===== src/rtl/mem_port_arbiter.sv =====
// mem_port_arbiter
//   Shares one single-ported unified memory between the instruction-fetch
//   port (IF) and the load/store data port (D) of the multicycle CPU.
//   Contention is resolved round-robin. Each granted access becomes one
//   req/ack transaction on the memory side. Completion is reported to the
//   requester with a one-cycle done pulse and registered read data.
//   An access that never receives mem_ack is aborted with err after
//   MAX_WAIT busy cycles.
//
// Ports
//   clk        rising-edge clock for all state
//   reset      asynchronous reset, active low
//   if_req     fetch request (level, held until if_done)
//   if_addr    fetch address
//   if_rdata   fetched word (registered)
//   if_done    one-cycle fetch completion pulse
//   d_req      data request (level, held until d_done)
//   d_we       1 = store, 0 = load
//   d_addr     data address
//   d_wdata    store data
//   d_rdata    load data (registered)
//   d_done     one-cycle data completion pulse
//   mem_req    memory request (registered)
//   mem_we     memory write enable (registered)
//   mem_addr   memory address (registered)
//   mem_wdata  memory write data (registered)
//   mem_rdata  memory read data, valid with mem_ack
//   mem_ack    memory completion, only looked at while mem_req=1
//   err        one-cycle pulse together with done when the access timed out
module mem_port_arbiter #(
  parameter int AW       = 32,
  parameter int DW       = 32,
  parameter int MAX_WAIT = 15
) (
  input  logic          clk,
  input  logic          reset,
  input  logic          if_req,
  input  logic [AW-1:0] if_addr,
  output logic [DW-1:0] if_rdata,
  output logic          if_done,
  input  logic          d_req,
  input  logic          d_we,
  input  logic [AW-1:0] d_addr,
  input  logic [DW-1:0] d_wdata,
  output logic [DW-1:0] d_rdata,
  output logic          d_done,
  output logic          mem_req,
  output logic          mem_we,
  output logic [AW-1:0] mem_addr,
  output logic [DW-1:0] mem_wdata,
  input  logic [DW-1:0] mem_rdata,
  input  logic          mem_ack,
  output logic          err
);

  typedef enum logic [1:0] {IDLE, BUSY_I, BUSY_D, RESP} stateT;

  // Counter value of the last busy cycle allowed before abort.
  localparam logic [7:0] LAST_WAIT = 8'(MAX_WAIT - 1);

  stateT      stateReg, stateNext;
  logic [7:0] waitCnt;
  logic       lastGrantD;   // 1 = data port won the most recent grant
  logic       grantI, grantD;
  logic       ackSeen, timeout;

  // Next-state and grant decisions.
  always_comb begin
    stateNext = stateReg;
    grantI    = 1'b0;
    grantD    = 1'b0;
    ackSeen   = 1'b0;
    timeout   = 1'b0;
    case (stateReg)
      IDLE: begin
        if (if_req && d_req) begin
          // Round robin: the port that did not win last time goes first.
          if (lastGrantD) grantI = 1'b1;
          else            grantD = 1'b1;
        end else if (if_req) begin
          grantI = 1'b1;
        end else if (d_req) begin
          grantD = 1'b1;
        end
        if (grantI)      stateNext = BUSY_I;
        else if (grantD) stateNext = BUSY_D;
      end
      BUSY_I, BUSY_D: begin
        // An ack in the final allowed cycle takes priority over the abort.
        if (mem_ack) begin
          ackSeen   = 1'b1;
          stateNext = RESP;
        end else if (waitCnt == LAST_WAIT) begin
          timeout   = 1'b1;
          stateNext = RESP;
        end
      end
      RESP:    stateNext = IDLE;
      default: stateNext = IDLE;
    endcase
  end

  always_ff @(posedge clk or negedge reset) begin
    if (!reset) stateReg <= IDLE;
    else        stateReg <= stateNext;
  end

  // Memory-side request registers and requester-side responses.
  always_ff @(posedge clk or negedge reset) begin
    if (!reset) begin
      mem_req    <= 1'b0;
      mem_we     <= 1'b0;
      mem_addr   <= '0;
      mem_wdata  <= '0;
      if_rdata   <= '0;
      d_rdata    <= '0;
      if_done    <= 1'b0;
      d_done     <= 1'b0;
      err        <= 1'b0;
      waitCnt    <= '0;
      lastGrantD <= 1'b0;
    end else begin
      // Done and err are pulses: they only live for the RESP cycle.
      if_done <= 1'b0;
      d_done  <= 1'b0;
      err     <= 1'b0;

      if (grantI || grantD) begin
        mem_req    <= 1'b1;
        mem_we     <= grantD & d_we;
        mem_addr   <= grantD ? d_addr : if_addr;
        mem_wdata  <= grantD ? d_wdata : '0;
        lastGrantD <= grantD;
        waitCnt    <= '0;
      end

      if (ackSeen) begin
        mem_req <= 1'b0;
        if (stateReg == BUSY_I) begin
          if_rdata <= mem_rdata;
          if_done  <= 1'b1;
        end else begin
          // A store keeps the previous load result visible.
          if (!mem_we) d_rdata <= mem_rdata;
          d_done <= 1'b1;
        end
      end else if (timeout) begin
        mem_req <= 1'b0;
        err     <= 1'b1;
        if (stateReg == BUSY_I) begin
          if_rdata <= '0;
          if_done  <= 1'b1;
        end else begin
          d_rdata <= '0;
          d_done  <= 1'b1;
        end
      end else if (stateReg == BUSY_I || stateReg == BUSY_D) begin
        waitCnt <= waitCnt + 8'd1;
      end
    end
  end

endmodule


===== config.mk =====
export PLATFORM = sky130hd
export DESIGN_NAME = mem_port_arbiter
export DESIGN_NICKNAME = d
export VERILOG_FILES = /design/src/rtl/mem_port_arbiter.sv
export SDC_FILE = /design/constraint.sdc
export NUM_CORES = 1
export LEC_CHECK = 0
export ABC_AREA = 0
export BUFFER_PORTS_ARGS = -buffer_cell sky130_fd_sc_hd__buf_4
export CAP_MARGIN = 10
export CORE_MARGIN = 10
export CORE_UTILIZATION = 47
export DETAILED_ROUTE_END_ITERATION = 6
export PLACE_DENSITY_LB_ADDON = 0.1
export SYNTH_ARGS = -nofsm -noshare
export SYNTH_HDL_FRONTEND = slang
export SYNTH_SLANG_ARGS = --single-unit

===== constraint.sdc =====
create_clock -name clk -period 2 [get_ports clk]
set_input_delay 0.1 -clock clk [delete_from_list [all_inputs] [get_ports clk]]
set_output_delay 0.1 -clock clk [all_outputs]
set_load 0.05 [all_outputs]

==> results of run 1 <==
## timing repair
action | 4_1_cts | 5_1_grt
buffers inserted | 0 | 1
gates resized for setup | 1 | 2
pin swaps | 1 | 0
hold endpoints to repair | 195 | 0
hold buffers | 120 | 0
gates cloned | 1 | 0
setup endpoints to repair | 32 | 25
## power groups by stage
stage | sequential (mW) | combinational [mW] | clock (mW)
2_1_floorplan | 9.20 | 2.53 | 0
3_3_place_gp | 5.00 | 9.80 | 0
3_5_place_dp | 5.05 | 9.98 | 0
4_1_cts | 5.04 | 10.2 | 3.61
5_1_grt | 5.24 | 10.8 | 3.73
6_report | 5.10 | 10.4 | 3.56
## worst reg2reg max path: stages, from the launching register on
cell     delay, ps
dfrtp_1        370
inv_1          100
ha_4           290
and2b_2        180
o21ai_2        110
buf_4          180
or4_1          500
nand3_1         90
## sequential cells by signal, indices dropped and copies added, names as in the netlist
| register | count |
|---|---|
| if_done | 1 |
| mem_wdata | 32 |
| if_rdata | 32 |
| waitCnt | 8 |
| d_done | 1 |
| mem_req | 1 |
| err | 1 |
| stateReg | 2 |
| lastGrantD | 1 |
| mem_addr | 32 |
| d_rdata | 32 |
| mem_we | 1 |
## worst min-delay path by stage
stage / start / endpoint / slack [ps]
detailed placement: reset / if_rdata[8] / 170
global placement: reset / if_rdata[8] / 160
CTS: if_addr[15] / mem_addr[15] / 2
floorplan: reset / d_done / -200
global route: if_addr[15] / mem_addr[15] / 40
finish: if_addr[15] / mem_addr[15] / 20
## final cells by class
cell class / instances / area (sq um)
Multi-Input combinational cell: 258 / 1999
Timing Repair Buffer: 403 / 3392
Antenna cell: 2 / 5.005
Fill cell: 636 / 2131
Clock inverter: 9 / 176.4
Tap cell: 147 / 183.9
Sequential cell: 144 / 3603
Inverter: 6 / 22.52
Clock buffer: 23 / 498.0
## routing by layer
layer,vias to the layer above,GRT usage (%)
li1,2418,-
met1,2687,28.60
met2,291,42.09
met3,49,10.35
met4,0,12.23
met5,-,0
## kinds of logic (layout without fill, tap and decap cells)
logic type,count (synthesis),in the layout
compound gates,147,147
flops,144,144
mux,38,38
buf+inv,38,441
simple gates,66,67
other cells,0,2
xor+xnor,1,1
fa+ha+maj,5,5
## layout by cell type (no fill, tap or decap), types with 2 or more instances in the layout
master / n
and2_1: 2
inv_1: 6
a21o_1: 3
nand2b_1: 2
o211ai_1: 2
clkinv_2: 2
clkbuf_8: 5
nor2_1: 4
bufinv_16: 5
nor3_1: 3
buf_12: 5
a22o_2: 2
mux2_2: 3
nand2_1: 34
buf_4: 277
nor2_4: 3
nand3_1: 8
ha_1: 4
dfrtp_1: 144
dlygate4sd3_1: 120
nand4_1: 2
o21ai_0: 36
clkbuf_16: 17
diode_2: 2
a22o_1: 95
mux2i_1: 34
==> impl_metrics.toml, run 1 <==
[setup_path]
setup.worst_path.start_class = "flip-flop"
critical_path.max_stage_delay_ps = 500
cp.required_ps = 2340
cp_max_fo = 8
crit_path_end = "waitCnt[7]"
critPathArrivalTime_ps = 2240
ff2ff_path_depth = 7
path_buf_inv = 2
path_cells = "inv_1 -> ha_4 -> and2b_2 -> o21ai_2 -> buf_4 -> or4_1 -> nand3_1"
reg2reg_from = "stateReg[0]"
end_kind = "flip-flop"
critical_path_depth = 7
crit_type = "flip-flop to flip-flop"
r2r-end = "waitCnt[7]"
slowest_stage = "or4_1"
cpLargestDelayFamily = "simple AND/OR/NAND/NOR gates"
r2r_slack_ps = 100
crit_start = "stateReg[0]"

[yosys]
synth_edf_count = 0
synth_nets = 578
syn_avg_cell_area_sq_um = 13.18
post_synth_xor_area_fraction_pct = 0.1514
synth-compound-area-share_pct = 20.11
yosysWarnings = 0
synth_top_area_share_pct = 62.28
ys_seq_area_share_pct = 62.28
ys_top_cells_by_count = "dfrtp_1 (144), a22o_1 (95), o21ai_0 (37)"
yosys.cell_types.count = 40
synthCells = 439
yosys_register_bits = 144
async_flop_share_pct = 100.0
synth_area_leader_cell = "dfrtp_1"
synth_top_family_by_area = "compound AO/OA/AOI/OAI gates"
synthSimpleGateAreaFrac_pct = 5.731
synth_area_sq_um = 5786
yosysMostFrequentCell = "dfrtp_1"
synth_adder_area_share_pct = 1.081
synthFlopType = "dfrtp_1"
synth.area.top_cells = "dfrtp_1 (62%), a22o_1 (14%), mux2i_1 (5.9%)"
synth.mux.area_fraction_pct = 6.661

[sta]
tns_ps = 0
period_needed_ps = 1904
slew_violations = 0
setup_violations = 0
tightest_slew_ps = 692.2
fmax_mhz = 525.3
clock-skew-final_ps = 9.535
slew_headroom_pct = 53.85
rsz0062_at_grt = "false"
holdWs_ps = 22.99
finalHoldViolCount = 0
fin_ws_ps = 96.50
period_share_pct = 95.18

[global_routing]
grt_max_degree = 75
first_global_vias = 6021
antenna_found_initial = 2
grt_usage_pct = 25.66
grt_pass1_wl_um = 33710
overflow = 0

[placed_design]
port_buffers = 266
place_congestion = 0.8604
placed_area_sq_um = 7968
place_inst = 836
dpl.hpwl_um = 13900
dp_slack_ps = -74.34

[route]
met1_length_um = 8155
drt_wl_total_um = 22060
top_layer_used = "met4"
met3WireLength_um = 2298
postRouteAntennaNets = 0
via_per_inst = 5.489
wl_met2_um = 10980
drt_iter0_drc = 357
drcViolationCount = 0
drt-pass1-iter-count = 4
vias = 5445
wl_per_cell_um = 22.24

[clocking]
h-tree-depth = 4
clk_latency_ps = 410
path_clk_slew_ps = 60
cts-root-buf = "clkbuf_16"
cts_buffers = 17
cts_tree = "built"
clock_sinks = 144
clk_path_buf_depth = 2

[power_and_ir_drop]
p_sw_mw = 9.000
totalPowerFinal_mw = 19.03
p_clk_share_pct = 18.7
p_comb_share_pct = 54.5
powerDensity_nw_per_um2 = 1926
ir_drop_mv = 0.9895
intPower_mw = 10.03
switching_share_pct = 47.29
p_leak_nw = 4.904
seqPwrFrac_pct = 26.8

[min_path]
whs_path_depth = 3
hp-class = "input pin to flip-flop"

[floorplan]
die_area_sq_um = 17150
floorplan.initialDensity_pct = 48.17
die_w_um = 131.0
num_rows = 40
core-area_sq_um = 12010
pin_count = 267
die_h_um = 131.0

[layout]
drive_gt1_share_pct = 39.62
fin_area_sq_um = 9881
fin_cells = 992
final_nets = 969
post-route-util_pct = 82.26
area_delta_synth_final_pct = 70.78

[flow_run]
cap_violations = 0

[status]
outcome = "completed"
Power figures use the tool's default switching activity.
==> run 2, diff against run 1 <==
- CTS_BUF_LIST: default -> sky130_fd_sc_hd__clkbuf_4 sky130_fd_sc_hd__clkbuf_8 sky130_fd_sc_hd__clkbuf_16
==> impl_metrics.toml, run 2 (synthesis gave the netlist of run 1 again) <==
[layout]
multi_input_area_sq_um = 1999
final_cell_mix = "buf_4 (277), dfrtp_1 (144), dlygate4sd3_1 (120), a22o_1 (95), o21ai_0 (36)"
area_delta_synth_final_pct = 70.85
fin_cells = 992
drive_gt1_share_pct = 39.74
fin_area_sq_um = 9884
seq_area_sq_um = 3603
layout_commonest_cell = "buf_4"
final_nets = 969
fill_cells = 636

[route]
drt_iter0_drc = 347
vias = 5452
drcViolationCount = 0
postRouteAntennaNets = 0
via_per_inst = 5.496
wl_per_cell_um = 22.20
drt_wl_total_um = 22030
drt-pass1-iter-count = 4

[floorplan]
floorplan.initialDensity_pct = 48.17
core-area_sq_um = 12010
die_area_sq_um = 17150
die_h_um = 131.0
num_rows = 40
die_w_um = 131.0
pin_count = 267

[setup_path]
setup.worst_path.start_class = "flip-flop"
end_kind = "flip-flop"
cp.required_ps = 2340
critPathArrivalTime_ps = 2250
cp_max_fo = 8
crit_type = "flip-flop to flip-flop"
r2r_slack_ps = 100

[clocking]
cts_buffers = 17
clock_sinks = 144
cts-root-buf = "clkbuf_16"
clk_latency_ps = 410
clk_path_buf_depth = 2
cts_tree = "built"
h-tree-depth = 4
path_clk_slew_ps = 60

[sta]
slew_headroom_pct = 53.71
tns_ps = 0
fmax_mhz = 525.0
setup_violations = 0
period_share_pct = 95.25
holdWs_ps = 22.16
rsz0062_at_grt = "false"
fin_ws_ps = 95.07
finalHoldViolCount = 0
tightest_slew_ps = 694.3
period_needed_ps = 1905
slew_violations = 0
clock-skew-final_ps = 10.04

[placed_design]
place_congestion = 0.8604
placed_area_sq_um = 7968
dpl.hpwl_um = 13900
place_inst = 836
dp_slack_ps = -74.34
port_buffers = 266

[power_and_ir_drop]
ir_drop_mv = 0.9897
powerDensity_nw_per_um2 = 1926
p_leak_nw = 4.907

[global_routing]
overflow = 0
first_global_vias = 6020
grt_pass1_wl_um = 33700
antenna_found_initial = 2
grt_usage_pct = 25.66
grt_max_degree = 75

[status]
outcome = "completed"

[min_path]
hp-class = "input pin to flip-flop"

[flow_run]
cap_violations = 0
run 2: cell count changes in the layout (fill, tap and decap cells not counted):
cell      previous run  this run
clkbuf_4             0         1
clkbuf_1             1         0
run 2: path summary, 6_finish.rpt:
check	startpoint	end	cells past startpoint
min in group asynchronous	reset	d_rdata[8]	2
min	if_addr[15]	mem_addr[15]	3
max in group asynchronous	reset	if_rdata[28]	3
max	stateReg[0]	waitCnt[7]	7
max reg2reg	stateReg[0]	waitCnt[7]	7
min reg2reg	mem_addr[8]	mem_addr[8]	2
run 2: per-layer routing:
metal | GRT usage (%) | wire length (um) | vias to the layer above
li1 | - | - | 2418
met1 | 28.58 | 8058 | 2687
met3 | 10.35 | 2349 | 57
met4 | 12.23 | 690 | 0
met5 | 0 | 0 | -
met2 | 42.12 | 10930 | 290
run 2: area by class of cell:
cell class	count	share of cell area [%]
repair buffers	403	34.32
diodes	2	0.05063
flip-flops and latches	144	36.46
clock inverters	9	1.785
inverters	6	0.2278
well taps	147	1.861
multi-input cells	258	20.23
clock buffers	23	5.076
run 2: what timing repair did:
item                                    in CTS  in global routing
gates cloned                                 1                  0
setup buffers                                0                  1
hold endpoints to repair                   195                  0
pin swaps                                    1                  0
resized for setup                            1                  2
hold buffers                               120                  0
endpoints found under the setup margin      32                 25
run 2: per-stage QoR:
stage / total power, mW / utilization (%)
global placement: 14.81 / 66.33
finish: 19.04 / 82.29
detailed placement: 15.03 / 66.33
CTS: 18.89 / 82.07
global route: 19.83 / 82.29
floorplan: 11.73 / -
run 2: worst max-delay path, cell delays in order, from the launching register on:
cell,delay (ps)
dfrtp_1,370
inv_1,100
ha_4,290
and2b_2,180
o21ai_2,110
buf_4,180
or4_1,500
nand3_1,90
run 2: report_power, final:
group	internal (mW)	switching, mW
combinational	3.42	6.95
clock	2.39	1.18
sequential	4.23	0.867
total	10.0	8.99
